==> src/rtl/mux_rr_nto1.sv <==
// mux_rr_nto1: N:1 valid/ready channel mux with a registered output stage.
// Channel choice is round-robin (mode=0) or fixed by S (mode=1).
// Optional macro MUX_PKT_LOCK_EN adds in_last and holds the grant on one
// channel until that channel's last beat is accepted.
// Ports:
//   clk, rst       clock, asynchronous active-high reset
//   in_data        N packed words, channel i at [i*WIDTH +: WIDTH]
//   in_valid       per-channel word present
//   in_last        per-channel last beat (only with MUX_PKT_LOCK_EN)
//   in_ready       per-channel accept strobe, one-hot or zero
//   mode, S        0 = round-robin, 1 = fixed channel S
//   out_data       registered selected word
//   out_valid      out_data holds a word
//   out_ready      downstream accepts out_data
//   out_sel        index of the channel that supplied out_data
module mux_rr_nto1 #(
  parameter int WIDTH = 8,
  parameter int N     = 4,
  parameter int SEL_W = $clog2(N)
) (
  input  logic               clk,
  input  logic               rst,
  input  logic [N*WIDTH-1:0] in_data,
  input  logic [N-1:0]       in_valid,
`ifdef MUX_PKT_LOCK_EN
  input  logic [N-1:0]       in_last,
`endif
  output logic [N-1:0]       in_ready,
  input  logic               mode,
  input  logic [SEL_W-1:0]   S,
  output logic [WIDTH-1:0]   out_data,
  output logic               out_valid,
  input  logic               out_ready,
  output logic [SEL_W-1:0]   out_sel
);

  localparam logic [SEL_W:0] LP_N =
    (SEL_W+1)'(N);
  localparam logic [SEL_W-1:0] LP_LAST =
    SEL_W'(N-1);

  logic [WIDTH-1:0] r_out_data;
  logic             r_out_valid;
  logic [SEL_W-1:0] r_out_sel;
  logic [SEL_W-1:0] r_ptr;

`ifdef MUX_PKT_LOCK_EN
  logic             r_lock;
  logic [SEL_W-1:0] r_lock_ch;
`endif

  logic             w_load;
  logic [SEL_W:0]   w_scan;
  logic             w_rr_hit;
  logic [SEL_W-1:0] w_rr_idx;
  logic             w_fx_hit;
  logic             w_gnt;
  logic [SEL_W-1:0] w_gidx;
  logic [SEL_W-1:0] w_nxt_ptr;
  logic [WIDTH-1:0] w_gdata;

  // rst gates load so no in_ready is issued while reset is held.
  assign w_load = !rst && (!r_out_valid || out_ready);

  // Scan ptr, ptr+1, ... with the sum kept one bit wider so the
  // modulo-N wrap is a single conditional subtract.
  always_comb begin
    w_scan   = '0;
    w_rr_hit = 1'b0;
    w_rr_idx = '0;
    for (int k = 0; k < N; k++) begin
      w_scan = {1'b0, r_ptr} + (SEL_W+1)'(k);
      if (w_scan >= LP_N) begin
        w_scan = w_scan - LP_N;
      end
      if (!w_rr_hit && in_valid[w_scan[SEL_W-1:0]]) begin
        w_rr_hit = 1'b1;
        w_rr_idx = w_scan[SEL_W-1:0];
      end
    end
  end

  // An out-of-range S grants nothing.
  always_comb begin
    w_fx_hit = 1'b0;
    if ({1'b0, S} < LP_N) begin
      w_fx_hit = in_valid[S];
    end
  end

  always_comb begin
    w_gnt  = 1'b0;
    w_gidx = '0;
`ifdef MUX_PKT_LOCK_EN
    if (r_lock) begin
      w_gnt  = in_valid[r_lock_ch];
      w_gidx = r_lock_ch;
    end else if (mode) begin
      w_gnt  = w_fx_hit;
      w_gidx = S;
    end else begin
      w_gnt  = w_rr_hit;
      w_gidx = w_rr_idx;
    end
`else
    if (mode) begin
      w_gnt  = w_fx_hit;
      w_gidx = S;
    end else begin
      w_gnt  = w_rr_hit;
      w_gidx = w_rr_idx;
    end
`endif
  end

  always_comb begin
    in_ready = '0;
    if (w_load && w_gnt) begin
      in_ready[w_gidx] = 1'b1;
    end
  end

  assign w_nxt_ptr = (w_gidx == LP_LAST) ?
                     '0 : w_gidx + 1'b1;

  assign w_gdata = in_data[int'(w_gidx)*WIDTH +: WIDTH];

  always_ff @(posedge clk or posedge rst) begin
    if (rst) begin
      r_out_data  <= '0;
      r_out_valid <= 1'b0;
      r_out_sel   <= '0;
      r_ptr       <= '0;
`ifdef MUX_PKT_LOCK_EN
      r_lock      <= 1'b0;
      r_lock_ch   <= '0;
`endif
    end else if (w_load) begin
      if (w_gnt) begin
        r_out_data  <= w_gdata;
        r_out_sel   <= w_gidx;
        r_out_valid <= 1'b1;
`ifdef MUX_PKT_LOCK_EN
        // Pointer moves only when a packet completes.
        r_lock    <= !in_last[w_gidx];
        r_lock_ch <= w_gidx;
        if (in_last[w_gidx]) begin
          r_ptr <= w_nxt_ptr;
        end
`else
        r_ptr <= w_nxt_ptr;
`endif
      end else begin
        r_out_valid <= 1'b0;
      end
    end
  end

  assign out_data  = r_out_data;
  assign out_valid = r_out_valid;
  assign out_sel   = r_out_sel;

endmodule

==> config.mk <==
export PLATFORM = sky130hd
export DESIGN_NAME = mux_rr_nto1
export DESIGN_NICKNAME = d
export VERILOG_FILES = /design/src/rtl/mux_rr_nto1.sv
export SDC_FILE = /design/constraint.sdc
export NUM_CORES = 1
export LEC_CHECK = 0
export ABC_AREA = 1
export BUFFER_PORTS_ARGS = -buffer_cell sky130_fd_sc_hd__buf_2
export CORE_MARGIN = 1
export CORE_UTILIZATION = 45
export DETAILED_ROUTE_END_ITERATION = 8
export GPL_TIMING_DRIVEN = 0
export PLACE_DENSITY = 0.77
export SLEW_MARGIN = 10
export SYNTH_ARGS = -nofsm -noshare
export SYNTH_HDL_FRONTEND = slang
export SYNTH_SLANG_ARGS = --single-unit
==> constraint.sdc <==
create_clock -name clk -period 2.07 [get_ports clk]
set_input_delay 0.207 -clock clk [delete_from_list [all_inputs] [get_ports clk]]
set_output_delay 0.207 -clock clk [all_outputs]
set_load 0.005 [all_outputs]
==> results of run 1 <==
registers in the layout, summed over array words and instances, names as in the netlist:
signal / count
out_valid: 1
out_data: 8
out_sel: 2
r_ptr: 2
synthesized netlist by cell type, types with 2 or more instances:
| cell type | instances | area share, % |
|---|---|---|
| nand2_1 | 107 | 32 |
| inv_2 | 3 | 0.88 |
| nand3_1 | 24 | 9.4 |
| o21ai_0 | 5 | 2.0 |
| buf_4 | 3 | 1.8 |
| inv_1 | 14 | 4.1 |
| buf_6 | 2 | 1.8 |
| nand2_2 | 16 | 7.9 |
| inv_4 | 2 | 0.98 |
| dfrtp_1 | 13 | 26 |
| o21ai_4 | 2 | 2.6 |
| nand3_2 | 2 | 1.6 |
| nor2_2 | 2 | 0.98 |
| nor2_1 | 4 | 1.2 |
worst max-delay path by stage:
| stage | startpoint | to | slack (ns) |
|---|---|---|---|
| after global routing | r_ptr[0] | in_ready[1] | -0.42 |
| after detailed placement | r_ptr[0] | in_ready[3] | -0.11 |
| after CTS | r_ptr[0] | in_ready[3] | -0.21 |
| after global placement | r_ptr[0] | in_ready[3] | -0.09 |
| final | r_ptr[0] | in_ready[1] | -0.26 |
| after floorplan | r_ptr[0] | in_ready[3] | 0.17 |
cell families (layout without fill, tap and decap cells):
logic type | after synthesis | count (layout) | synth area share [%]
simple gates | 159 | 159 | 55.3
flops | 13 | 13 | 25.5
buf+inv | 27 | 103 | 12.3
compound gates | 11 | 11 | 6.97
critical path: cells and delay by family (launching register included):
family / cells / cell delay [ns]
AO/OA/AOI/OAI: 1 / 0.19
buffers and inverters: 6 / 0.54
flip-flops: 1 / 0.40
AND/OR/NAND/NOR: 7 / 0.72
metrics by stage:
stage | TNS, ns | setup WS, ns | hold WS [ns]
final | -0.990 | -0.260 | 0.315
after global routing | -2.78 | -0.416 | 0.330
after CTS | -0.810 | -0.215 | 0.300
after detailed placement | -0.290 | -0.113 | 0.254
after global placement | -0.243 | -0.0942 | 0.247
after floorplan | 0 | 0.171 | 0.0897
cell type report:
class	count	area, µm²
multi-input combinational	170	861
fill	239	747
timing repair buffer	72	404
sequential	13	327
inverter	20	87.6
buffer	7	76.3
tap	30	37.5
clock buffer	3	22.5
clock inverter	1	5.00
per-layer routing:
layer	up-vias	part of all wire (%)	GRT usage (%)
li1	805	-	-
met1	677	41	27.1
met2	57	52	44.2
met3	9	5.1	5.39
met4	0	1.7	3.21
met5	-	0	0
repair_timing:
| action | in CTS | in global routing |
|---|---|---|
| hold endpoints to repair | 13 | 0 |
| pin swaps | 7 | 5 |
| setup endpoints to repair | 4 | 14 |
| gates cloned | 0 | 1 |
| hold buffers | 1 | 0 |
| gates resized for setup | 10 | 12 |
| buffers inserted | 9 | 5 |
report_power, final:
group	total (mW)	internal, mW	switching, mW
Combinational	1.78	0.753	1.02
Sequential	0.442	0.367	0.0749
Clock	0.157	0.0717	0.0856
==> out/summary.txt, run 1 <==
status = complete, but fails checks
violated checks = setup timing
Num Clock Sinks = 13
CTS tree = built
Top FF cell, synth = dfrtp_1
vias in the first global route = 1446
Num CTS Buffers = 3
via count = 1548
sink of the worst hold path = out_data[6]
Yosys warning count = 0
Reg2Reg Setup Slack = -0.02 ns
Critical Path Source Type = flop
Worst-Margin Slew = 0.559 ns
Layout area overhead = 42.8%
Tot GR Track Use = 23.4%
Leakage = 1.12 nW
Rel. slew slack = 62.6%
drt wl/cell = 11.8 µm
Avg Cell Area, Syn = 6.07 µm²
RR Startpoint = r_ptr[0]
Mapped Nets = 252
Layout Skew = 0.00341 ns
clk_lat worst skew = 0.28 ns
GR Overflow Total = 0
hold path cells = 7
antenna violations before repair = 0
# nets final = 329
WP data arrival = 2.12 ns
# diodes = 0
Power Total = 2.38 mW
Starting Density = 49.7%
Final min period = 2.33 ns
period utilization = 113%
Die Ht = 55.2 µm
routed vias/inst = 4.90
die width = 55.2 µm
Worst-path clk slew = 0.08 ns
clk buf depth = 2
reg2reg path depth = 16
Setup crit end kind = primary output
Site Rows = 18
Non-Filler Instances = 316
Cell Pwr Density = 1310 nW/µm²
Synth cell types = 25
final setup vio count = 7
drt drc = 0
RSZ-0062 raised after global routing = true
post-synthesis async set-or-reset flop share = 100%
Detail Placement HPWL = 2480 µm
Root Buffer = clkbuf_4
Layout Utilization = 70.9%
CP most frequent cell = nand2_2
Netlist Area Pre-Place = 1270 µm²
final instance area = 1820 µm²
Post-Syn Instances = 210
io pins = 57
Placed Cells = 296
final hold vios = 0
hold_sp = in_data[30]
DR iter-0 viols = 116
Seq/Total Area, Yosys = 25.5%
layout cells sized above 1 = 43.4%
max incr delay on CP = 0.40 ns
Worst VDD drop = 935 µV
GP Congestion = 0.899
synthesized flop and latch total = 13
crit path max fanout = 5
WL final = 3730 µm
r2r endpoint = out_data[2]
Req. time, crit path = 1.86 ns
Max Cap Viol = 0
Die Footprint = 3050 µm²
Area after DPL = 1590 µm²
crit path cell chain = buf_6, nand2_1, nand3_1, nand2_2, inv_1, nand3_2, nand2_2, o21ai_4, buf_12, inv_4, nor2_4, nand2_2, inv_1, buf_2
fmax = 0.429 GHz
Routed Antenna Nets = 0
most frequent cells in the layout = 100 x nand2_1, 57 x buf_2, 21 x nand3_1
worst hold path type = in -> reg
Worst path slowest cell = dfrtp_1
worst setup margin = -0.260 ns
Post-synth EDFFs = 0
first-pass GRT wire length = 5870 µm
core region area = 2570 µm²
largest net degree at the start of global routing = 14
Final Max Tran Viols = 0
H-tree depth = 1
most common cell after layout, fill and taps aside = nand2_1
IO buf count = 56
drt pass-1 iters = 4
Worst Setup Path Type = reg -> out
Power figures use the tool's default switching activity.
==> inputs of run 2 (changes only) <==
--- a/config.mk
+++ b/config.mk
@@ -6,9 +6,10 @@
 export NUM_CORES = 1
 export LEC_CHECK = 0
 export ABC_AREA = 1
-export BUFFER_PORTS_ARGS = -buffer_cell sky130_fd_sc_hd__buf_2
+export BUFFER_PORTS_ARGS = -buffer_cell sky130_fd_sc_hd__buf_4
 export CORE_MARGIN = 1
 export CORE_UTILIZATION = 45
+export CTS_CLUSTER_SIZE = 8
 export DETAILED_ROUTE_END_ITERATION = 8
 export GPL_TIMING_DRIVEN = 0
 export PLACE_DENSITY = 0.77
@@ -16,3 +17,4 @@
 export SYNTH_ARGS = -nofsm -noshare
 export SYNTH_HDL_FRONTEND = slang
 export SYNTH_SLANG_ARGS = --single-unit
+export TNS_END_PERCENT = 1
==> out/summary.txt, run 2 (synthesis gave the netlist of run 1 again) <==
Rel. slew slack = 60.4%
Req. time, crit path = 1.86 ns
Final min period = 2.37 ns
Worst VDD drop = 1180 µV
final setup vio count = 14
most common cell after layout, fill and taps aside = nand2_1
Worst path slowest cell = dfrtp_1
via count = 1611
Leakage = 1.17 nW
drt drc = 0
Root Buffer = clkbuf_4
Num CTS Buffers = 3
Starting Density = 49.7%
GP Congestion = 0.900
Site Rows = 18
FF/Latch Area = 327 µm²
Top delay family on crit path = simple AND/OR/NAND/NOR gates
final instance area = 2010 µm²
status = complete, but fails checks
DR iter-0 viols = 89
Hold WS = 0.308 ns
Final Max Tran Viols = 0
drt pass-1 iters = 4
# nets final = 329
max incr delay on CP = 0.41 ns
IO buf count = 56
layout cells sized above 1 = 47.9%
WP data arrival = 2.16 ns
CTS tree = built
# diodes = 0
Die Footprint = 3050 µm²
Worst-Margin Slew = 0.592 ns
Area after DPL = 1730 µm²
GR Overflow Total = 0
antenna violations before repair = 0
Max Cap Viol = 0
worst setup margin = -0.295 ns
Tot GR Track Use = 23.7%
largest net degree at the start of global routing = 14
fmax = 0.423 GHz
Critical Path Source Type = flop
worst hold path type = in -> reg
routed vias/inst = 5.10
setup_tns = -1.45 ns
H-tree depth = 1
Layout Utilization = 78.3%
Die Ht = 55.2 µm
first-pass GRT wire length = 6010 µm
io pins = 57
period utilization = 114%
Worst Setup Path Type = reg -> out
Layout Skew = 0.0102 ns
core region area = 2570 µm²
Routed Antenna Nets = 0
RSZ-0062 raised after global routing = true
Num Clock Sinks = 13
fillers = 214
area occupied by multi-input gates = 901 µm²
Setup crit end kind = primary output
max FFs per register = 8
WL final = 4050 µm
final hold vios = 0
CP Buf/Inv Count = 5
Layout area overhead = 57.7%
crit path cell chain = buf_6, nand2_1, nand3_2, nand2_2, nor2_4, nand3_4, nand2_4, o21ai_4, buf_12, inv_4, nor2_4, inv_2, nor2_2, buf_4
Cell Pwr Density = 1270 nW/µm²
drt wl/cell = 12.8 µm
Detail Placement HPWL = 2600 µm
die width = 55.2 µm
clk buf depth = 2
vias in the first global route = 1505
clk_lat worst skew = 0.28 ns
violated checks = setup timing
Worst-path clk slew = 0.08 ns
CP most frequent cell = nor2_4
worst slack at placement = -0.111 ns
crit path max fanout = 6
most frequent cells in the layout = 92 x nand2_1, 67 x buf_4, 27 x nand2_2
[run 2: worst paths after layout]
check | from | to | slack [ns] | depth (start not counted)
setup / recovery | r_ptr[0] | in_ready[3] | -0.30 | 14
hold / removal | out_ready | out_valid | 0.31 | 4
setup reg to reg | r_ptr[0] | out_data[5] | -0.05 | 17
hold reg to reg | out_data[0] | out_data[0] | 0.49 | 2
max in group asynchronous | rst | r_ptr[1] | 1.11 | 3
min in group asynchronous | rst | out_valid | 0.54 | 3
[run 2: routing by layer]
metal / global-route usage [%] / wire (µm)
met3: 6.09 / 224
met5: 0 / 0
met2: 44.4 / 2140
met4: 2.86 / 46
met1: 27.7 / 1640
[run 2: cell type report]
type / count / share of cell area, %
Buffer: 7 / 3.80
Clock buffer: 4 / 1.31
Inverter: 20 / 4.48
Multi-Input combinational cell: 170 / 44.8
Sequential cell: 13 / 16.2
Tap cell: 30 / 1.87
Timing Repair Buffer: 71 / 27.1
Timing Repair inverter: 1 / 0.436
[run 2: where the power goes]
part	switching, mW	internal (mW)	total, mW
registers	0.0914	0.367	0.459
logic	1.10	0.836	1.93
clock network	0.0806	0.0747	0.155
total	1.27	1.28	2.55
[run 2: per-stage QoR]
stage / cells / total power, mW
global route: 316 / 2.75
global placement: 296 / 1.91
floorplan: 210 / 1.50
detailed placement: 296 / 1.92
finish: 316 / 2.55
CTS: 311 / 2.24
[run 2: repair_timing]
item | 4_1_cts | 5_1_grt
gates resized for setup | 12 | 29
hold buffers | 1 | 0
pin swaps | 10 | 13
setup endpoints to repair | 4 | 17
buffers inserted | 8 | 5
cloned | 2 | 0
hold endpoints to repair | 13 | 0
[run 2: worst reg2reg max path: stages, from the launching register on]
cell,delay (ns)
dfrtp_1,0.41
buf_6,0.16
inv_6,0.08
nand2_2,0.07
nand3_2,0.10
nand2_2,0.10
nor2_4,0.16
nand3_4,0.10
nand2_4,0.09
o21ai_4,0.07
buf_12,0.15
buf_4,0.18
nand2_2,0.06
nand2_1,0.04
nand2_1,0.07
nand2_1,0.06
nand2_1,0.06
nand2_1,0.05
